## src/rtl/pipe_tail_valrdy_queue.sv

```systemverilog
// Pipeline-tail adapter: the last stall/squash stage pushes into a small circular buffer,
// and the buffer is re-exposed to the consumer as a val/rdy stream.
module pipe_tail_valrdy_queue #(
    parameter int p_msg_nbits   = 32,
    parameter int p_num_entries = 2,
    parameter int p_cnt_nbits   = 2
) (
    input  logic                   clk,
    input  logic                   reset,
    input  logic [p_msg_nbits-1:0] prev_msg,
    input  logic                   prev_val,
    output logic                   prev_stall,
    output logic                   prev_squash,
    input  logic                   flush,
    output logic [p_msg_nbits-1:0] deq_msg,
    output logic                   deq_val,
    input  logic                   deq_rdy,
    output logic [p_cnt_nbits-1:0] num_free
);

    localparam int ptr_nbits = $clog2(p_num_entries);
    localparam logic [p_cnt_nbits-1:0] full_cnt = p_cnt_nbits'(p_num_entries);

    logic [p_msg_nbits-1:0] mem [p_num_entries];
    logic [ptr_nbits-1:0]   head;
    logic [ptr_nbits-1:0]   tail;
    logic [p_cnt_nbits-1:0] count;
    logic [p_cnt_nbits-1:0] count_next;
    logic                   enq_fire;
    logic                   deq_fire;

    // Handshakes: a transfer happens on a side exactly in a cycle where its valid and
    // its ready (~prev_stall upstream, deq_rdy downstream) are both high and flush is low.
    // Stall depends only on registered count, so deq_rdy never reaches prev_stall.
    assign prev_stall  = (count == full_cnt);
    assign prev_squash = flush;
    assign deq_val     = (count != '0) & ~flush;
    assign deq_msg     = (count != '0) ? mem[head] : '0;
    assign num_free    = full_cnt - count;

    assign enq_fire = prev_val & ~prev_stall & ~flush;
    assign deq_fire = deq_val & deq_rdy;

    always_comb begin
        count_next = count;
        if (enq_fire && !deq_fire) begin
            count_next = count + 1'b1;
        end else if (deq_fire && !enq_fire) begin
            count_next = count - 1'b1;
        end
    end

    // Depth is a power of two, so pointer wrap is plain overflow.
    always_ff @(posedge clk) begin
        if (reset || flush) begin
            count <= '0;
            head  <= '0;
            tail  <= '0;
        end else begin
            count <= count_next;
            if (enq_fire) begin
                tail <= tail + 1'b1;
            end
            if (deq_fire) begin
                head <= head + 1'b1;
            end
        end
    end

    always_ff @(posedge clk) begin
        if (enq_fire) begin
            mem[tail] <= prev_msg;
        end
    end

`ifndef SYNTHESIS
    always @(posedge clk) begin
        if (!reset && enq_fire && !deq_fire) begin
            assert (count != full_cnt);
        end
    end

    function automatic string line_trace();
        string s;
        s = $sformatf("%0d ", num_free);
        if (flush) begin
            s = {s, "X"};
        end else if (deq_fire) begin
            s = {s, $sformatf("%h", deq_msg)};
        end else if (deq_val && !deq_rdy) begin
            s = {s, "#"};
        end else begin
            s = {s, " "};
        end
        return s;
    endfunction
`endif

endmodule
```

## config.mk

```make
export PLATFORM = sky130hd
export DESIGN_NAME = pipe_tail_valrdy_queue
export DESIGN_NICKNAME = d
export VERILOG_FILES = /design/src/rtl/pipe_tail_valrdy_queue.sv
export SDC_FILE = /design/constraint.sdc
export NUM_CORES = 1
export LEC_CHECK = 0
export BUFFER_PORTS_ARGS = -buffer_cell sky130_fd_sc_hd__buf_2
export CORE_MARGIN = 2
export CORE_UTILIZATION = 54
export CTS_BUF_LIST = sky130_fd_sc_hd__clkbuf_8
export DETAILED_ROUTE_END_ITERATION = 10
export PLACE_DENSITY = 0.88
export SLEW_MARGIN = 20
export SYNTH_ARGS = -nofsm -noshare
export SYNTH_HDL_FRONTEND = slang
export SYNTH_SLANG_ARGS = --single-unit
```

## constraint.sdc

```tcl
create_clock -name clk -period 3.31 [get_ports clk]
set_input_delay 0.4965 -clock clk [delete_from_list [all_inputs] [get_ports clk]]
set_output_delay 0.4965 -clock clk [all_outputs]
set_load 0.05 [all_outputs]
```

======== Yosys cells after proc, flatten, opt, wreduce, memory -nomap -nowiden ========
Memory sizes are Yosys's and may differ from the RTL's. A register that Yosys moved wholly into a read port is not among the register bits.
Index checks and enable logic that the tools add are counted.
storage, ports and cells
  register bits after elaboration ......... 4
  memories ................................ 1
  memory bits (writable) .................. 64
memory list
  name  words  bits a word  read ports  clocked after memory_dff  write ports  line  source
  mem   2      32           1           1                         1            24    logic [p_msg_nbits-1:0] mem [p_num_entries];
operators by class
  reduce and logical (&&, ||, !) cells .... 7
  bitwise gates (word level) .............. 6
  equal/unequal tests ..................... 1
  $add $sub $neg .......................... 5
  mux-type cells .......................... 7
operator list
  cell                                                                number
  32-bit two-way mux                                                  1
  1-bit AND                                                           4
  1-bit two-way mux                                                   4
  2-bit two-way mux                                                   2
  2-bit nonzero test                                                  2
  1-bit adder, second input constant                                  2
  2-bit by 1-bit adder with 2-bit output, second input constant       1
  2-bit == test, second input constant                                1
  1-bit logical AND                                                   2
  1-bit zero test                                                     2
  1-bit NOT                                                           2
  2-bit by 1-bit subtractor with 2-bit output, second input constant  1
  2-bit subtractor, first input constant                              1
  1-bit logical OR                                                    1

======== Longest topological paths before layout ========
Gate-level depths: netlist of run 1.
  depth after elaboration ................. 8
  depth in mapped cells ................... 9
  mapped depth without buffers ............ 8

======== Worst setup path after synthesis of run 1 ========
OpenSTA, ideal clock, no wires.
  path kind ............................... reg-to-reg
  start ................................... register count[0]
  end ..................................... memory mem[0][0], enable pin
  setup time .............................. 425 ps
  buffers on the path ..................... 0
  stages on the path, launching flop included .. 6
  arrival time ............................ 2735 ps
  setup slack ............................. 150 ps
  path through ............................ dfxtp_1 > inv_1 > ha_1 > nor2b_1 > nor2b_1 > nor2b_1
on the way
  cells in the longest elaborated chain, start to end .. 6
ends and longest elaborated chain
  element                                  line  source
  start: declaration                       27    logic [p_cnt_nbits-1:0] count;
  start signal: assignment                 60    count <= count_next;
  2-bit == test                            35    assign prev_stall = (count == full_cnt);
  named net prev_stall                     12    output logic prev_stall,
  1-bit NOT                                41    assign enq_fire = prev_val & ~prev_stall & ~flush;
  1-bit AND (2 in series)                  41
  named net enq_fire                       29    logic enq_fire;
  1-bit two-way mux                        71    if (enq_fire) begin
  1-bit two-way mux (implied by the code)  72    mem[tail] <= prev_msg;
  end: declaration                         24
The timed path passes the listed nets, and every way through them passes these cells.

==> metrics.md, run 1 <==
| Metric | Value |
|---|---|
| R2R setup slack | 1200 ps |
| CP max FO | 32 |
| Setup-failing EPs final | 0 |
| Synth unique cells | 18 |
| Clock transition at the registers of the reported paths | 70 ps |
| Hold_ws | 355 ps |
| WL/cell | 14.7 µm |
| Vias per inst | 4.98 |
| Syn Nets | 207 |
| Reg2reg end | count[1] |
| Via count | 1574 |
| Final Cycle Share | 0.727 |
| Crit Path Class | register to output pin |
| Antenna violations before repair | 0 |
| Max-slew headroom | 0.350 |
| Worst Hold Endpoint | mem[1][28] |
| Synth top area share | 0.715 |
| Power Total | 1890 µW |
| CP Cell Sequence | mux2i_1 -> nor2_1 -> buf_2 |
| Post-synthesis sequential area ratio | 0.753 |
| Fill cells | 334 |
| Initial Util | 0.565 |
| Max clock buf depth | 2 |
| Iteration-0 DRC Markers | 87 |
| Simple-Gate Fraction of Synth Area | 0.0689 |
| Antenna-violating nets left | 0 |
| IO buf count | 73 |
| Pin slew with the least headroom to its limit | 975 ps |
| Die footprint | 5550 µm² |
| Syn_area_per_cell | 16.1 µm² |
| VDD IR-drop max | 0.000370 V |
| Clock Skews | 5.68 ps |
| Synth Area in XOR/XNOR | 0.0130 |
| Fmax | 416 MHz |
| Crit path capture type | output pin |
| Pleak | 0.00126 µW |
| Max stage delay cell, worst path | dfxtp_2 |
| R2r startpoint | count[0] |
| First-pass GRT wire length | 6760 µm |
| Critical path arrival | 1910 ps |
| Hold path startpoint | prev_msg[28] |
| Delay-heaviest family, CP | flip-flops |
| CTS resizes | 0 |
| Htree depth | 3 |
| Layout area overhead | 23.4% |
| GR Overflow Total | 0 |
| CTS tree | built |
| Hold WC Path Type | primary input to register |
| Cells after DPL | 300 |
| Worst R2R Path Depth | 7 |
| Number of global-route vias before repair | 1487 |
| Finished Layout Cells | 316 |
| Largest net degree at the start of global routing | 33 |
| Final hold violation count | 0 |
| Post-synthesis compound-gate area fraction | 0.00652 |
| Status | finished, final reports clean |
| CP max stage delay | 970 ps |
| Hold-fix buffer count after cts | 0 |
| Root buf cell | clkbuf_8 |
| Cell area after layout | 3310 µm² |
| Yosys Warn Count | 0 |
| Core Footprint | 4750 µm² |
| Number of nets in the layout | 284 |
| Synth Register Bits | 69 |
| WP buf/inv | 1 |
| GRT Util Overall | 0.171 |
| Total CTS buffers | 9 |
| Dominant cells by area after synthesis | edfxtp_1 72%, mux2i_1 12%, nor2_1 4.6%, dfxtp_1 3.7%, buf_4 1.4% |
| Worst skew pair latency | 330 ps |
| Final-report max-slew violation count | 0 |
| FP Rows | 25 |
| Cell area power density | 569 nW/µm² |
| Final antenna diode count | 0 |
| RSZ-0062 raised after global routing | false |
| Die width | 74.5 µm |
| Post-DP HPWL | 3110 µm |
| Post-synthesis mux area share | 0.119 |
| CP Data Required Time | 2810 ps |
| Final wirelength | 4660 µm |
| Fin crit period | 2410 ps |
| Cell taking the most area after synthesis | edfxtp_1 |
| Layout cells sized above 1 | 0.382 |
| Clock sink total | 69 |
| Max cap viols | 0 |
| Hold path cells | 1 |
| IO Count | 74 |
| Die height | 74.5 µm |
| Final RePlAce weighted congestion | 0.727 |
| Cell Area, Synth | 2690 µm² |
| DRC | 0 |
| Cells after synthesis | 167 |
| Main combinational cell family by area after synthesis | multiplexers |
| Cell Area, Placed | 3100 µm² |
| Setup_tns | 0 ps |
| Adder-cell area share of the yosys netlist | 0.0140 |
| Router iterations before antenna repair | 4 |
| Crit start category | register |
| Post-CTS setup buffer count | 0 |
cell families after synthesis:
family,after synthesis
muxes,32
xor gates and xnor gates,4
DFF,69
AOI/OAI and AO/OA,2
and+or+nand+nor,44
adders and majority gates,3
buffers and inverters,13
cell type report:
cell class                 instances  area (µm²)  share of cell area
sequential                        69        2020               0.610
inverter                           3        11.3             0.00340
timing repair buffer              76         388               0.117
multi-input combinational         85         598               0.180
clock buffer                      12         165              0.0498
clock inverter                     4        45.0              0.0136
tap                               67        83.8              0.0253
sequential cells by signal (all words and copies together), names as in the netlist, named ones only:
signal,flops
count,2
head,1
mem,64
tail,1
worst max path at each step:
stage,from,endpoint,slack (ps),cells past startpoint
final,register,deq_msg[8],900,3
after global routing,register,deq_msg[27],760,3
after CTS,register,deq_msg[27],870,3
after detailed placement,count[0],count[1],1170,7
after global placement,count[0],count[1],1230,7
after floorplan,count[0],mem[0][0],150,5
worst register-to-register path, cell delays in order, from the launching register on:
cell	delay, ps
dfxtp_1	400
inv_1	80
ha_1	370
nor2_1	200
nand2_1	70
ha_1	310
or3_1	380
a211oi_2	210
report_power, final:
part | internal [µW] | leakage (µW) | switching [µW]
sequential | 984 | 0.000628 | 12.1
combinational | 56.2 | 0.000521 | 144
clock | 406 | 0.000112 | 285
synth_stat cells:
library cell,count
a211oi_2,1
and2_1,1
buf_2,1
buf_4,5
clkbuf_1,4
dfxtp_1,5
edfxtp_1,64
ha_1,3
inv_1,3
mux2i_1,32
nand2_1,1
nor2_1,33
nor2b_1,4
nor3_1,4
o21ai_0,1
or3_1,1
xnor2_1,2
xor2_1,2
metrics by stage:
stage	worst slack, ps	util
floorplan	150	-
global placement	1230	0.653
detailed placement	1170	0.653
CTS	866	0.697
global route	756	0.697
finish	904	0.697
placed cells by master, fill, tap and decap left out:
| cell type | instances |
|---|---|
| xnor2_1 | 2 |
| clkinv_2 | 3 |
| nand2_1 | 1 |
| nor2b_1 | 3 |
| and2_1 | 1 |
| edfxtp_1 | 64 |
| dfxtp_2 | 1 |
| ha_1 | 3 |
| nor2b_2 | 1 |
| buf_4 | 3 |
| dfxtp_1 | 4 |
| bufinv_16 | 1 |
| xor2_1 | 2 |
| inv_1 | 3 |
| mux2i_1 | 32 |
| clkbuf_8 | 12 |
| nor2_1 | 33 |
| or3_1 | 1 |
| nor3_1 | 4 |
| a211oi_2 | 1 |
| o21ai_0 | 1 |
| buf_2 | 73 |
routing by layer:
metal | part of all wire | up-vias | routed length (µm) | track usage
li1 | - | 757 | - | -
met1 | 0.44 | 763 | 2030 | 0.204
met2 | 0.50 | 48 | 2320 | 0.283
met3 | 0.054 | 6 | 250 | 0.0610
met4 | 0.013 | 0 | 59 | 0.0714
met5 | 0 | - | 0 | 0
Note: power is estimated with default switching activity, not from simulation.
==> run 2, diff against run 1 <==
Clock period 3.31 ns to 2.4 ns, I/O delays scaled along.
==> metrics.md, run 2 (same netlist as run 1, synthesis figures left out) <==
| Metric | Value |
|---|---|
| Status | finished, final reports clean |
| Power Total | 2630 µW |
| GRT Util Overall | 0.192 |
| Crit Path Class | register to output pin |
| Layout cells sized above 1 | 0.390 |
| Top layer in use | met4 |
| WL/cell | 15.7 µm |
| Clock transition at the registers of the reported paths | 70 ps |
| Root buf cell | clkbuf_8 |
| Iteration-0 DRC Markers | 110 |
| Commonest non-fill, non-tap cell in the layout | buf_2 |
| Max cap viols | 0 |
| Die footprint | 5550 µm² |
| Metal2 WL | 2610 µm |
| Max-slew headroom | 0.779 |
| Top flop regs | mem: 64 flops, count: 2 flops |
| Post-CTS setup buffer count | 0 |
| Hold-fix buffer count after cts | 0 |
| Cell Area, Placed | 3150 µm² |
| Worst skew pair latency | 340 ps |
| Cell area after layout | 3360 µm² |
| Fin crit period | 2090 ps |
| Fmax | 479 MHz |
| Max stage delay cell, worst path | dfxtp_1 |
| Antenna-violating nets left | 0 |
| Clock Skews | 7.02 ps |
| Hold path startpoint | prev_msg[8] |
| Max reg flops | 64 |
| Met1 wire length | 1930 µm |
| Switching share of power | 0.239 |
| Total CTS buffers | 9 |
| GR Overflow Total | 0 |
| Vias per inst | 4.94 |
| Met3 WL | 301 µm |
| Post-DP HPWL | 3260 µm |
| DRC | 0 |
| Die height | 74.5 µm |
| Pleak | 0.00128 µW |
| Layout area overhead | 25.2% |
| Seq pwr share | 0.522 |
| FP Rows | 25 |
| Number of nets in the layout | 286 |
| Hold_ws | 202 ps |
| Fill cells | 348 |
| Cell area power density | 781 nW/µm² |
| Core Footprint | 4750 µm² |
| Crit start category | register |
| Htree depth | 3 |
| CP max stage delay | 390 ps |
| Most frequent cells in the layout | 73 x buf_2, 64 x edfxtp_1, 32 x mux2i_1, 32 x nor2_1, 12 x clkbuf_8 |
| Multi-input gate area | 607 µm² |
| CP max FO | 33 |
| Reg with most FFs | mem |
| Router iterations before antenna repair | 4 |
| Final hold violation count | 0 |
| Clock Power Share | 0.369 |
| Final-report max-slew violation count | 0 |
| IO buf count | 73 |
| CP Cell Sequence | inv_1 -> ha_1 -> buf_4 -> nor2_1 -> buf_2 |
| Clock sink total | 69 |
| Antenna violations before repair | 0 |
| CTS tree | built |
| Crit path capture type | output pin |
| Number of global-route vias before repair | 1603 |
| VDD IR-drop max | 0.000728 V |
| Final wirelength | 4980 µm |
| CP Data Required Time | 2040 ps |
| Final antenna diode count | 0 |
| Finished Layout Cells | 318 |
| Critical path arrival | 1730 ps |
| RSZ-0062 raised after global routing | false |
| Setup_tns | 0 ps |
| FF+latch area | 2020 µm² |
| Pin slew with the least headroom to its limit | 332 ps |
| First-pass GRT wire length | 7410 µm |
| IO Count | 74 |
| Combinational share of power | 0.110 |
| Setup-failing EPs final | 0 |
| P_int | 2000 µW |
| Die width | 74.5 µm |
| Hold WC Path Type | primary input to register |
| Final RePlAce weighted congestion | 0.826 |
| R2R setup slack | 410 ps |
| R2r startpoint | count[0] |
| CTS resizes | 0 |
| Largest net degree at the start of global routing | 34 |
| Max clock buf depth | 2 |
| Via count | 1570 |
| Crit path launch | count[0] |
| Final Cycle Share | 0.870 |
| Cells after DPL | 302 |
| Initial Util | 0.565 |
| P_sw | 628 µW |
## run 2: through the flow
stage | util | worst slack, ps
2_1_floorplan | - | 92.6
3_3_place_gp | 0.663 | 453
3_5_place_dp | 0.663 | 424
4_1_cts | 0.708 | 292
5_1_grt | 0.708 | 180
6_report | 0.708 | 313
## run 2: path summary, 6_finish.rpt
| path | to | cells after the start |
|---|---|---|
| max | deq_msg[11] | 5 |
| max reg2reg | count[1] | 7 |
| min reg2reg | count[1] | 2 |
| min | mem[1][8] | 1 |
## run 2: critical path: cells and delay by family (launching register included)
family | cells | cell delay, ps
adders and majority gates | 1 | 230
buffers and inverters | 3 | 610
and+or+nand+nor | 1 | 160
DFF | 1 | 390
## run 2: routing by layer
layer  global-route usage  up-vias
met4                0.117        0
met3               0.0488       12
met2                0.320       67
met5                    0        -
met1                0.224      732
li1                     -      759
## run 2: power by group through the flow
| stage | registers [µW] | logic, µW | clock network (µW) |
|---|---|---|---|
| final | 1370 | 288 | 968 |
| after global routing | 1370 | 308 | 1030 |
| after CTS | 1370 | 291 | 985 |
| after detailed placement | 1400 | 289 | 0 |
| after global placement | 1390 | 282 | 0 |
| after floorplan | 1390 | 198 | 0 |
## run 2: layout make-up
type,count,area share
sequential,69,0.601
clock inverter,4,0.0138
inverter,3,0.00335
clock buffer,12,0.0491
tap,67,0.0249
multi-input combinational,85,0.180
timing repair buffer,78,0.127
